### config.mk
export PLATFORM = sky130hd
export DESIGN_NAME = sequencer2
export DESIGN_NICKNAME = d
export VERILOG_FILES = /design/src/rtl/sequencer2.sv
export SDC_FILE = /design/constraint.sdc
export NUM_CORES = 1
export LEC_CHECK = 0
export BUFFER_PORTS_ARGS = -buffer_cell sky130_fd_sc_hd__buf_2
export CAP_MARGIN = 10
export CORE_AREA = 2 2 39 41
export CTS_CLUSTER_DIAMETER = 40
export CTS_CLUSTER_SIZE = 8
export DETAILED_ROUTE_END_ITERATION = 8
export DIE_AREA = 0 0 41 43
export PLACE_DENSITY = 0.55
export SLEW_MARGIN = 20
export SYNTH_ARGS = -nofsm -noshare
export SYNTH_HDL_FRONTEND = slang
export SYNTH_SLANG_ARGS = --single-unit
### constraint.sdc
create_clock -name clk -period 0.92 [get_ports clk]
set_clock_uncertainty 0.15 [all_clocks]
set_input_delay 0 -clock clk [delete_from_list [all_inputs] [get_ports clk]]
set_output_delay 0 -clock clk [all_outputs]
set_load 0.05 [all_outputs]
### src/rtl/sequencer2.sv
// sequencer2: parametrised program sequencer with timed output, jumps, calls, counted loops and stack-error flag.
// Optional WAIT-on-trigger opcode is built when SEQUENCER2_WAIT_EN is defined; otherwise op 7 acts as STOP.
`timescale 1ns/1ps
module sequencer2 #(
    parameter int DW   = 4,
    parameter int AW   = 5,
    parameter int PLEN = 31,
    parameter int SD   = 8,
    parameter logic [PLEN*(3+AW+DW)-1:0] PROGRAM = '0
) (
    input  logic          clk,
    input  logic          rst_n,
    input  logic          en,
    input  logic [AW-1:0] addr,
    input  logic          jump,
    input  logic          trig,
    output logic [DW-1:0] data_o,
    output logic [AW-1:0] pc,
    output logic          stop,
    output logic          err
);

    localparam int WW  = 3 + AW + DW;
    localparam int SPW = $clog2(SD + 1);
    localparam int IW  = (SD > 1) ? $clog2(SD) : 1;
    localparam logic [SPW-1:0] SP_FULL = SPW'(SD);

    typedef enum logic [2:0] {
        OP_STOP   = 3'd0,
        OP_OUT    = 3'd1,
        OP_JMP    = 3'd2,
        OP_CALL   = 3'd3,
        OP_RET    = 3'd4,
        OP_PUSHI  = 3'd5,
        OP_DECJNZ = 3'd6,
        OP_WAIT   = 3'd7
    } op_e;

    // Word 0 sits in the most significant slot; addresses past the program read as STOP, d=0.
    function automatic logic [WW-1:0] fetch(input logic [AW-1:0] a);
        logic [WW-1:0] w;
        if (int'(a) < PLEN) begin
            w = PROGRAM[(PLEN - 1 - int'(a)) * WW +: WW];
        end else begin
            w = {WW{1'b0}};
        end
        return w;
    endfunction

    logic [AW-1:0]  pc_r, cnt_r;
    logic [SPW-1:0] sp_r;
    logic           err_r;
    logic [AW-1:0]  stack_r [SD];

    logic [WW-1:0]  word_s;
    op_e            op_s;
    logic [AW-1:0]  n_s, n_eff_s, pc_inc_s, top_s;
    logic [AW:0]    cnt_plus_s;
    logic [SPW-1:0] sp_m1_s;
    logic [IW-1:0]  top_idx_s;
    logic           sp_empty_s;

    logic [AW-1:0]  pc_nxt_s, cnt_nxt_s, push_val_s, stk_wd_s;
    logic [SPW-1:0] sp_nxt_s;
    logic           err_nxt_s, push_s, dwell_s, stk_we_s;
    logic [IW-1:0]  stk_wa_s;

    assign word_s     = fetch(pc_r);
    assign op_s       = op_e'(word_s[WW-1 -: 3]);
    assign n_s        = word_s[DW +: AW];
    assign n_eff_s    = (n_s == {AW{1'b0}}) ? AW'(1) : n_s;
    assign pc_inc_s   = pc_r + AW'(1);
    assign cnt_plus_s = {1'b0, cnt_r} + (AW+1)'(1);
    assign sp_m1_s    = sp_r - SPW'(1);
    assign top_idx_s  = sp_m1_s[IW-1:0];
    assign top_s      = stack_r[top_idx_s];
    assign sp_empty_s = (sp_r == {SPW{1'b0}});

    assign data_o = word_s[DW-1:0];
    assign pc     = pc_r;
    assign err    = err_r;

`ifdef SEQUENCER2_WAIT_EN
    assign stop = (op_s == OP_STOP);
`else
    logic unused_trig_s;
    assign unused_trig_s = trig;
    assign stop = (op_s == OP_STOP) || (op_s == OP_WAIT);
`endif

    // Next-state decode: instruction execution, dwell counting and stack bookkeeping.
    always_comb begin
        pc_nxt_s   = pc_r;
        cnt_nxt_s  = cnt_r;
        sp_nxt_s   = sp_r;
        err_nxt_s  = err_r;
        push_s     = 1'b0;
        push_val_s = {AW{1'b0}};
        dwell_s    = 1'b0;
        stk_we_s   = 1'b0;
        stk_wa_s   = {IW{1'b0}};
        stk_wd_s   = {AW{1'b0}};
        if (jump) begin
            pc_nxt_s  = addr;
            cnt_nxt_s = {AW{1'b0}};
            sp_nxt_s  = {SPW{1'b0}};
            err_nxt_s = 1'b0;
        end else if (en) begin
            case (op_s)
                OP_STOP:  pc_nxt_s = pc_r;
                OP_OUT:   dwell_s  = 1'b1;
                OP_JMP:   pc_nxt_s = n_s;
                OP_CALL: begin
                    push_s     = 1'b1;
                    push_val_s = pc_inc_s;
                    pc_nxt_s   = n_s;
                end
                OP_RET: begin
                    if (!sp_empty_s) begin
                        pc_nxt_s = top_s;
                        sp_nxt_s = sp_m1_s;
                    end else begin
                        dwell_s = 1'b1;
                    end
                end
                OP_PUSHI: begin
                    push_s     = 1'b1;
                    push_val_s = n_s;
                    pc_nxt_s   = pc_inc_s;
                end
                OP_DECJNZ: begin
                    if (sp_empty_s) begin
                        err_nxt_s = 1'b1;
                        pc_nxt_s  = pc_inc_s;
                    end else if (top_s > AW'(1)) begin
                        stk_we_s = 1'b1;
                        stk_wa_s = top_idx_s;
                        stk_wd_s = top_s - AW'(1);
                        pc_nxt_s = n_s;
                    end else begin
                        sp_nxt_s = sp_m1_s;
                        pc_nxt_s = pc_inc_s;
                    end
                end
`ifdef SEQUENCER2_WAIT_EN
                OP_WAIT: begin
                    if (trig) begin
                        pc_nxt_s = pc_inc_s;
                    end else begin
                        pc_nxt_s = pc_r;
                    end
                end
`else
                OP_WAIT:  pc_nxt_s = pc_r;
`endif
                default:  pc_nxt_s = pc_r;
            endcase

            if (dwell_s) begin
                if (cnt_plus_s >= {1'b0, n_eff_s}) begin
                    pc_nxt_s  = pc_inc_s;
                    cnt_nxt_s = {AW{1'b0}};
                end else begin
                    cnt_nxt_s = cnt_plus_s[AW-1:0];
                end
            end else if (pc_nxt_s != pc_r) begin
                cnt_nxt_s = {AW{1'b0}};
            end else begin
                cnt_nxt_s = cnt_r;
            end

            // A push into a full stack is dropped but the instruction still completes.
            if (push_s) begin
                if (sp_r == SP_FULL) begin
                    err_nxt_s = 1'b1;
                end else begin
                    stk_we_s = 1'b1;
                    stk_wa_s = sp_r[IW-1:0];
                    stk_wd_s = push_val_s;
                    sp_nxt_s = sp_r + SPW'(1);
                end
            end else begin
                sp_nxt_s = sp_nxt_s;
            end
        end else begin
            pc_nxt_s = pc_r;
        end
    end

    // Control state registers.
    always_ff @(posedge clk or negedge rst_n) begin
        if (!rst_n) begin
            pc_r  <= {AW{1'b0}};
            cnt_r <= {AW{1'b0}};
            sp_r  <= {SPW{1'b0}};
            err_r <= 1'b0;
        end else begin
            pc_r  <= pc_nxt_s;
            cnt_r <= cnt_nxt_s;
            sp_r  <= sp_nxt_s;
            err_r <= err_nxt_s;
        end
    end

    // Return/loop-count stack storage.
    always_ff @(posedge clk or negedge rst_n) begin
        if (!rst_n) begin
            for (int i = 0; i < SD; i++) begin
                stack_r[i] <= {AW{1'b0}};
            end
        end else if (stk_we_s) begin
            stack_r[stk_wa_s] <= stk_wd_s;
        end else begin
            stack_r <= stack_r;
        end
    end

endmodule

Yosys cells after proc, flatten, opt, wreduce, memory -nomap -nowiden --
Index checks and enable logic that the tools add are counted.
Storage, ports and cells: bits in registers 55, bits of input ports 10, word-level logic and storage cells 113, output and inout bits 11
Operators by class: equality and inequality tests 9, shift operators 1, reduce and logical (&&, ||, !) cells 10, add/subtract/negate cells 6, order comparisons 6, $mul 1, mux-type cells 66, bitwise logic cells 2
Operators with widths (count):
- $shiftx A372 B11 Y12 const A | 1
- $mux W5 | 25
- $bwmux W40 | 1
- $mux W4 | 7
- $mux W3 | 7
- $pmux W5 S4 | 1
- $mux W1 | 19
- $bmux W5 S3 | 1
- $demux W5 S3 | 1
- $eq A3 B3 Y1 const B | 4
- $mux W12 | 1
- $pmux W5 S2 | 1
- $mul A6 B3 Y9 const B | 1
- $ge A4 B4 Y1 const B | 2
- $not A3 Y4 | 2
- $pmux W4 S2 | 1
- $add A5 B1 Y6 const B | 1
- $eq A3 B2 Y1 const B | 2
- $ge A6 B5 Y1 | 1
- $sub A5 B5 Y6 const A | 1
- $add A5 B1 Y5 const B | 1
- $gt A5 B1 Y1 const B | 1
- $logic_not A5 Y1 | 1
- $lt A5 B5 Y1 const B | 1
- 16 further kinds | 17

Longest topological paths before layout --
Gate-level depths: netlist of run 1.
depth after elaboration 19, mapped depth 1

Worst setup path after synthesis of run 1 --
No wires, ideal clock.
kind register -> register, start point register pc_r[0], in the netlist pc[0], end point register pc_r[0], in the netlist pc[0], cell stages (with the launch flop) 2, clock period less this slack 1.138 ns, path buffers 0, arrival time 0.863 ns, slack -0.218 ns, cells stage by stage dfrtp_1 -> mux2_2
Between the ends: longest elaborated chain between the ends 13
Ends and longest elaborated chain:
- start: declaration | RTL line 50 | logic [AW-1:0] pc_r, cnt_r;
- start signal: assignment | RTL line 193 | pc_r <= {AW{1'b0}};
- start signal: assignment | RTL line 198 | pc_r <= pc_nxt_s;
- parallel branches: the longest is 10 deep, another holds $mul A6 B3 Y9
- $mux W5 * | RTL line 159 | if (dwell_s) begin
- $mux W5 * | RTL line 108 | end else if (en) begin
- $mux W5 * | RTL line 103 | if (jump) begin
Mark *: on every way between the ends. The select of a mux whose other input is x is not followed. A chain may end at the register's enable or synchronous reset.

Worst setup path after layout of run 1 --
start point register pc_r[3], in the netlist pc[3], end point output pc[3]
RTL lines:
- end: declaration | RTL line 18 | output logic [AW-1:0] pc,
No word-level cell between the ends.

==> results of run 1 <==
[per-layer routing]
metal | track usage | routed length, µm | share of wire
met4 | 0.0800 | 0 | 0
met2 | 0.113 | 268 | 0.59
met1 | 0.0453 | 143 | 0.31
met5 | 0 | 0 | 0
met3 | 0 | 43 | 0.095
[worst paths after layout]
check / to / slack (ns) / cells after the start
max reg2reg: pc[1]$_DFFE_PN0P_ / -0.01 / 1
min: pc[2]$_DFFE_PN0P_ / -0.15 / 2
max in group asynchronous: pc[2]$_DFFE_PN0P_ / 0.49 / 2
min reg2reg: pc[0]$_DFFE_PN0P_ / 0.37 / 1
min in group asynchronous: pc[4]$_DFFE_PN0P_ / -0.02 / 2
max: pc[3] / -0.02 / 1
[cells in the final DEF, fill, tap and decap left out, drive strengths merged]
master / n
buf: 12
conb: 6
mux2: 5
dfrtp: 5
dlygate4sd3: 4
clkbuf: 4
[cells by family after synthesis]
family       after synthesis  synth area share
buf+inv                    6             0.192
mux                        5             0.241
flops                      5             0.535
other cells                2            0.0321
[what timing repair did]
item	CTS	global route
endpoints found under the setup margin	5	10
endpoints found under the hold margin	10	5
pin swaps	0	0
gates resized for setup	10	0
[metrics by stage]
step | hold slack [ns] | instance area, µm² | power [W]
after detailed placement | -0.329 | 290 | 0.000462
after floorplan | -0.446 | 255 | 0.000436
final | -0.147 | 388 | 0.000750
after global routing | -0.144 | 388 | 0.000801
after global placement | -0.331 | 290 | 0.000459
after CTS | -0.155 | 388 | 0.000768
[power breakdown]
group | switching (W) | internal [W]
clock network | 0.0000829 | 0.000164
registers | 0.0000142 | 0.000247
logic | 0.000160 | 0.0000829
total | 0.000257 | 0.000493
[final cells by class]
class,instances,area share
sequential,5,0.339
timing repair buffer,16,0.339
multi-input combinational,11,0.203
clock buffer,4,0.0677
tap,16,0.0516
==> results.py, run 1 <==
metrics = {
    "critical_path": {
        "cp_data_required_time_ns": 0.77,
        "startpoint": "pc[3]$_DFFE_PN0P_",
        "crit_arrival_ns": 0.79,
        "cp-end-kind": "output pin",
        "startpoint_type": "flop",
        "crit_family": "flip-flops",
        "cp_slowest_cell": "dfrtp_2",
        "path_cells": "buf_6",
        "crit_buf_inv": 1,
        "critPathMaxStageDelay_ns": 0.40,
        "timing.rr.start": "pc[1]$_DFFE_PN0P_",
        "critPathMaxFanout": 2,
        "crit_type": "flop to output pin",
    },
    "worst_hold_path": {
        "hp-class": "primary input to flop",
        "worstHoldStart": "addr[2]",
    },
    "layout": {
        "diodes": 0,
        "stdcell_count": 52,
        "nNetsFinal": 47,
        "largest_reg_flops": 5,
        "nFillCells": 153,
        "fin_util": 0.280,
        "register_area_um2": 131,
        "syn2layout_area_growth_pct": 65.8,
        "multi_input_area_um2": 78.8,
        "drive_gt1_frac": 0.694,
    },
    "place": {
        "place_ws_ns": 0.00726,
        "dpl.hpwl_um": 317,
        "io_buffer_count": 12,
        "place.gp.congestion": 0.418,
        "placed_cells": 44,
    },
    "drt": {
        "route.detailed.drc": 0,
        "wire_per_inst_um": 8.75,
        "vias": 171,
        "finalWirelength_um": 455,
        "drtIter0Drc": 0,
        "vias_per_cell": 3.29,
        "ant_nets": 0,
        "drt_pass1_iterations": 1,
    },
    "cts": {
        "cts_buffer_depth": 2,
        "clkLatencyLatePin_ns": 0.24,
        "cts_setup_buffers": 0,
        "hold_buffers": 4,
        "numCtsBuffers": 3,
        "cts_tree": "yes",
        "path_clk_slew_ns": 0.04,
        "clock-sinks": 5,
        "cts_root_buffer": "clkbuf_4",
        "cts_htree_levels": 1,
    },
    "global_routing": {
        "grt-ovfl-total": 0,
        "groute.usage.overall": 0.0624,
        "grt_max_degree": 6,
        "antenna_found_initial": 0,
        "grt_pass1_wl_um": 690,
        "grt_pass1_vias": 189,
    },
    "floorplan": {
        "num_rows": 14,
        "initial_core_util": 0.169,
        "die_area_um2": 1760,
        "die_y_um": 43,
        "die_w_um": 41,
        "io-pin-count": 21,
        "core_um2": 1380,
    },
    "yosys": {
        "ys.warnings.count": 0,
        "synth_flop_cell": "dfrtp_1",
        "async_reset_ff_frac": 1.00,
        "netlist_instances": 18,
        "synthDistinctLibCells": 4,
        "synth_top_area_cell": "dfrtp_1",
        "synth_area_leaders": "dfrtp_1, mux2_2, buf_4",
        "synth_top_area_frac": 0.535,
        "synth_area_um2": 234,
        "post_synth_most_frequent_cells": "buf_4, dfrtp_1, mux2_2",
        "synth-seq-area-share": 0.535,
        "synth.most_common_cell": "buf_4",
        "synth.avg_cell_area_um2": 13.0,
        "synth_edf_count": 0,
        "ys_seq_elements": 5,
    },
    "pwr": {
        "peakVddDrop_mv": 0.421,
        "power_per_cell_area_nw_per_um2": 1930,
        "power.leakage_nw": 0.182,
    },
    "sta": {
        "hold-worst-slack_ns": -0.147,
        "layout_min_cycle_time_ns": 0.939,
        "fin_setup_tns_ns": -0.115,
        "hold_viol": 10,
        "rsz0062_at_grt": "true",
        "finalSetupViolCount": 9,
        "period_share": 1.02,
        "drv_slew": 0,
        "clock.fmax_mhz": 1060,
        "setup_slack_ns": -0.0194,
    },
    "outcome": {
        "violations": "hold timing, setup timing",
        "outcome": "complete, but fails checks",
    },
    "flow_run": {
        "drv_cap": 0,
    },
}
No activity file was read; power rests on OpenSTA's default activity.
==> run 2, diff against run 1 <==
PLACE_DENSITY = 0.56   (was 0.55)
clock period = 0.8 ns   (was 0.92 ns; I/O delays follow)
==> run 2 against run 1 <==
Effect of this change: the flow still finishes with violations (hold timing, setup timing); highest routed layer unchanged; clock power increased by 14%; wire length decreased by 18%; worst hold slack got worse by 0.0072 ns; die area unchanged; global-route usage unchanged; non-clock buffer count decreased by 3; core utilization decreased by 2.2 points; largest power group unchanged; first-iteration DRC count unchanged; critical path type unchanged; worst setup slack got worse by 0.12 ns.
==> results.py, run 2 (same netlist as run 1, synthesis figures left out) <==
metrics = {
    "outcome": {
        "outcome": "complete, but fails checks",
        "violations": "hold timing, setup timing",
    },
    "floorplan": {
        "die_area_um2": 1760,
        "num_rows": 14,
        "die_w_um": 41,
        "core_um2": 1380,
        "io-pin-count": 21,
        "initial_core_util": 0.169,
        "die_y_um": 43,
    },
    "drt": {
        "vias_per_cell": 3.33,
        "ant_nets": 0,
        "routed.top_layer": "met3",
        "finalWirelength_um": 374,
        "wl_met3_um": 43,
        "drtIter0Drc": 0,
        "vias": 163,
        "route.detailed.drc": 0,
        "route.met2.wl_um": 203,
        "wire_per_inst_um": 7.63,
        "drt_pass1_iterations": 1,
        "wl_met1_um": 128,
    },
    "layout": {
        "drive_gt1_frac": 0.758,
        "final_cell_mix": "buf_2, conb_1, mux2_2, buf_6, dfrtp_2",
        "nNetsFinal": 44,
        "largest_reg_flops": 5,
        "syn2layout_area_growth_pct": 52.9,
        "final_common_cell": "buf_2",
        "diodes": 0,
        "stdcell_area_um2": 358,
    },
    "pwr": {
        "peakVddDrop_mv": 0.464,
        "swShare": 0.341,
        "p_clk_frac": 0.331,
        "combPwrFrac": 0.314,
        "power_per_cell_area_nw_per_um2": 2360,
        "power.leakage_nw": 0.170,
        "p_seq_frac": 0.355,
        "switchingPower_w": 0.000288,
        "power.internal_w": 0.000557,
    },
    "critical_path": {
        "timing.rr.start": "pc[0]$_DFFE_PN0P_",
        "crit_buf_inv": 1,
        "crit_family": "flip-flops",
        "crit_arrival_ns": 0.79,
        "crit_type": "flop to output pin",
        "startpoint_type": "flop",
        "cp_slowest_cell": "dfrtp_2",
        "startpoint": "pc[0]$_DFFE_PN0P_",
        "critPathMaxFanout": 2,
        "path_cells": "buf_6",
        "cp_data_required_time_ns": 0.65,
        "critPathMaxStageDelay_ns": 0.40,
        "cp-end-kind": "output pin",
    },
    "sta": {
        "drv_slew": 0,
        "period_share": 1.17,
        "rsz0062_at_grt": "true",
        "finalSetupViolCount": 10,
        "layout_min_cycle_time_ns": 0.936,
        "hold-worst-slack_ns": -0.154,
        "hold_viol": 10,
        "clock.fmax_mhz": 1070,
        "fin_setup_tns_ns": -1.24,
        "setup_slack_ns": -0.136,
    },
    "cts": {
        "numCtsBuffers": 3,
        "cts_root_buffer": "clkbuf_4",
        "cts_htree_levels": 1,
        "clock-sinks": 5,
        "cts_buffer_depth": 2,
        "cts_tree": "yes",
        "clkLatencyLatePin_ns": 0.23,
        "hold_buffers": 1,
        "path_clk_slew_ns": 0.04,
        "cts_setup_buffers": 0,
    },
    "place": {
        "io_buffer_count": 12,
        "place.gp.congestion": 0.554,
        "dpl_cell_area_um2": 290,
    },
    "global_routing": {
        "grt-ovfl-total": 0,
        "grt_pass1_vias": 169,
        "groute.usage.overall": 0.0624,
        "grt_max_degree": 6,
        "grt_pass1_wl_um": 655,
        "antenna_found_initial": 0,
    },
    "worst_hold_path": {
        "worstHoldStart": "addr[0]",
        "hp-class": "primary input to flop",
    },
    "flow_run": {
        "drv_cap": 0,
    },
}
==> run 2: final timing paths <==
check / cells past startpoint / end / slack (ns)
worst max register to register: 1 / pc[0]$_DFFE_PN0P_ / -0.12
worst max-delay path: 1 / pc[0] / -0.14
worst min register to register: 1 / pc[4]$_DFFE_PN0P_ / 0.37
min in group asynchronous: 2 / pc[0]$_DFFE_PN0P_ / -0.04
max in group asynchronous: 2 / pc[4]$_DFFE_PN0P_ / 0.40
worst min-delay path: 2 / pc[0]$_DFFE_PN0P_ / -0.15
==> run 2: timing repair <==
action | CTS | global route
endpoints found under the setup margin | 10 | 10
resized for setup | 10 | 0
hold endpoints to repair | 10 | 10
==> run 2: per-stage QoR <==
stage / worst slack (ns) / hold slack [ns] / total power (W) / util / instances
2_1_floorplan: -0.252 / -0.446 / 0.000501 / - / 22
6_report: -0.136 / -0.154 / 0.000846 / 0.259 / 49
3_3_place_gp: -0.0995 / -0.327 / 0.000529 / 0.210 / 44
3_5_place_dp: -0.105 / -0.330 / 0.000530 / 0.210 / 44
4_1_cts: -0.147 / -0.160 / 0.000865 / 0.259 / 49
5_1_grt: -0.168 / -0.163 / 0.000906 / 0.259 / 49
==> run 2: cell type report <==
type                    count  area, µm²
repair buffers             13        101
fillers                   155       1030
clock buffers               4       26.3
flip-flops and latches      5        131
multi-input cells          11       78.8
well taps                  16       20.0
==> run 2: routing by layer <==
| metal | vias to the layer above | track usage |
|---|---|---|
| met5 | - | 0 |
| met4 | 0 | 0.0600 |
| met3 | 0 | 0.0471 |
| met2 | 9 | 0.0875 |
| met1 | 79 | 0.0518 |
| li1 | 75 | - |
==> run 2: power groups by stage <==
stage,clock network (W),registers (W),logic [W]
6_report,0.000280,0.000300,0.000266
5_1_grt,0.000322,0.000304,0.000280
4_1_cts,0.000297,0.000301,0.000268
3_5_place_dp,0,0.000298,0.000232
3_3_place_gp,0,0.000296,0.000233
2_1_floorplan,0,0.000391,0.000110
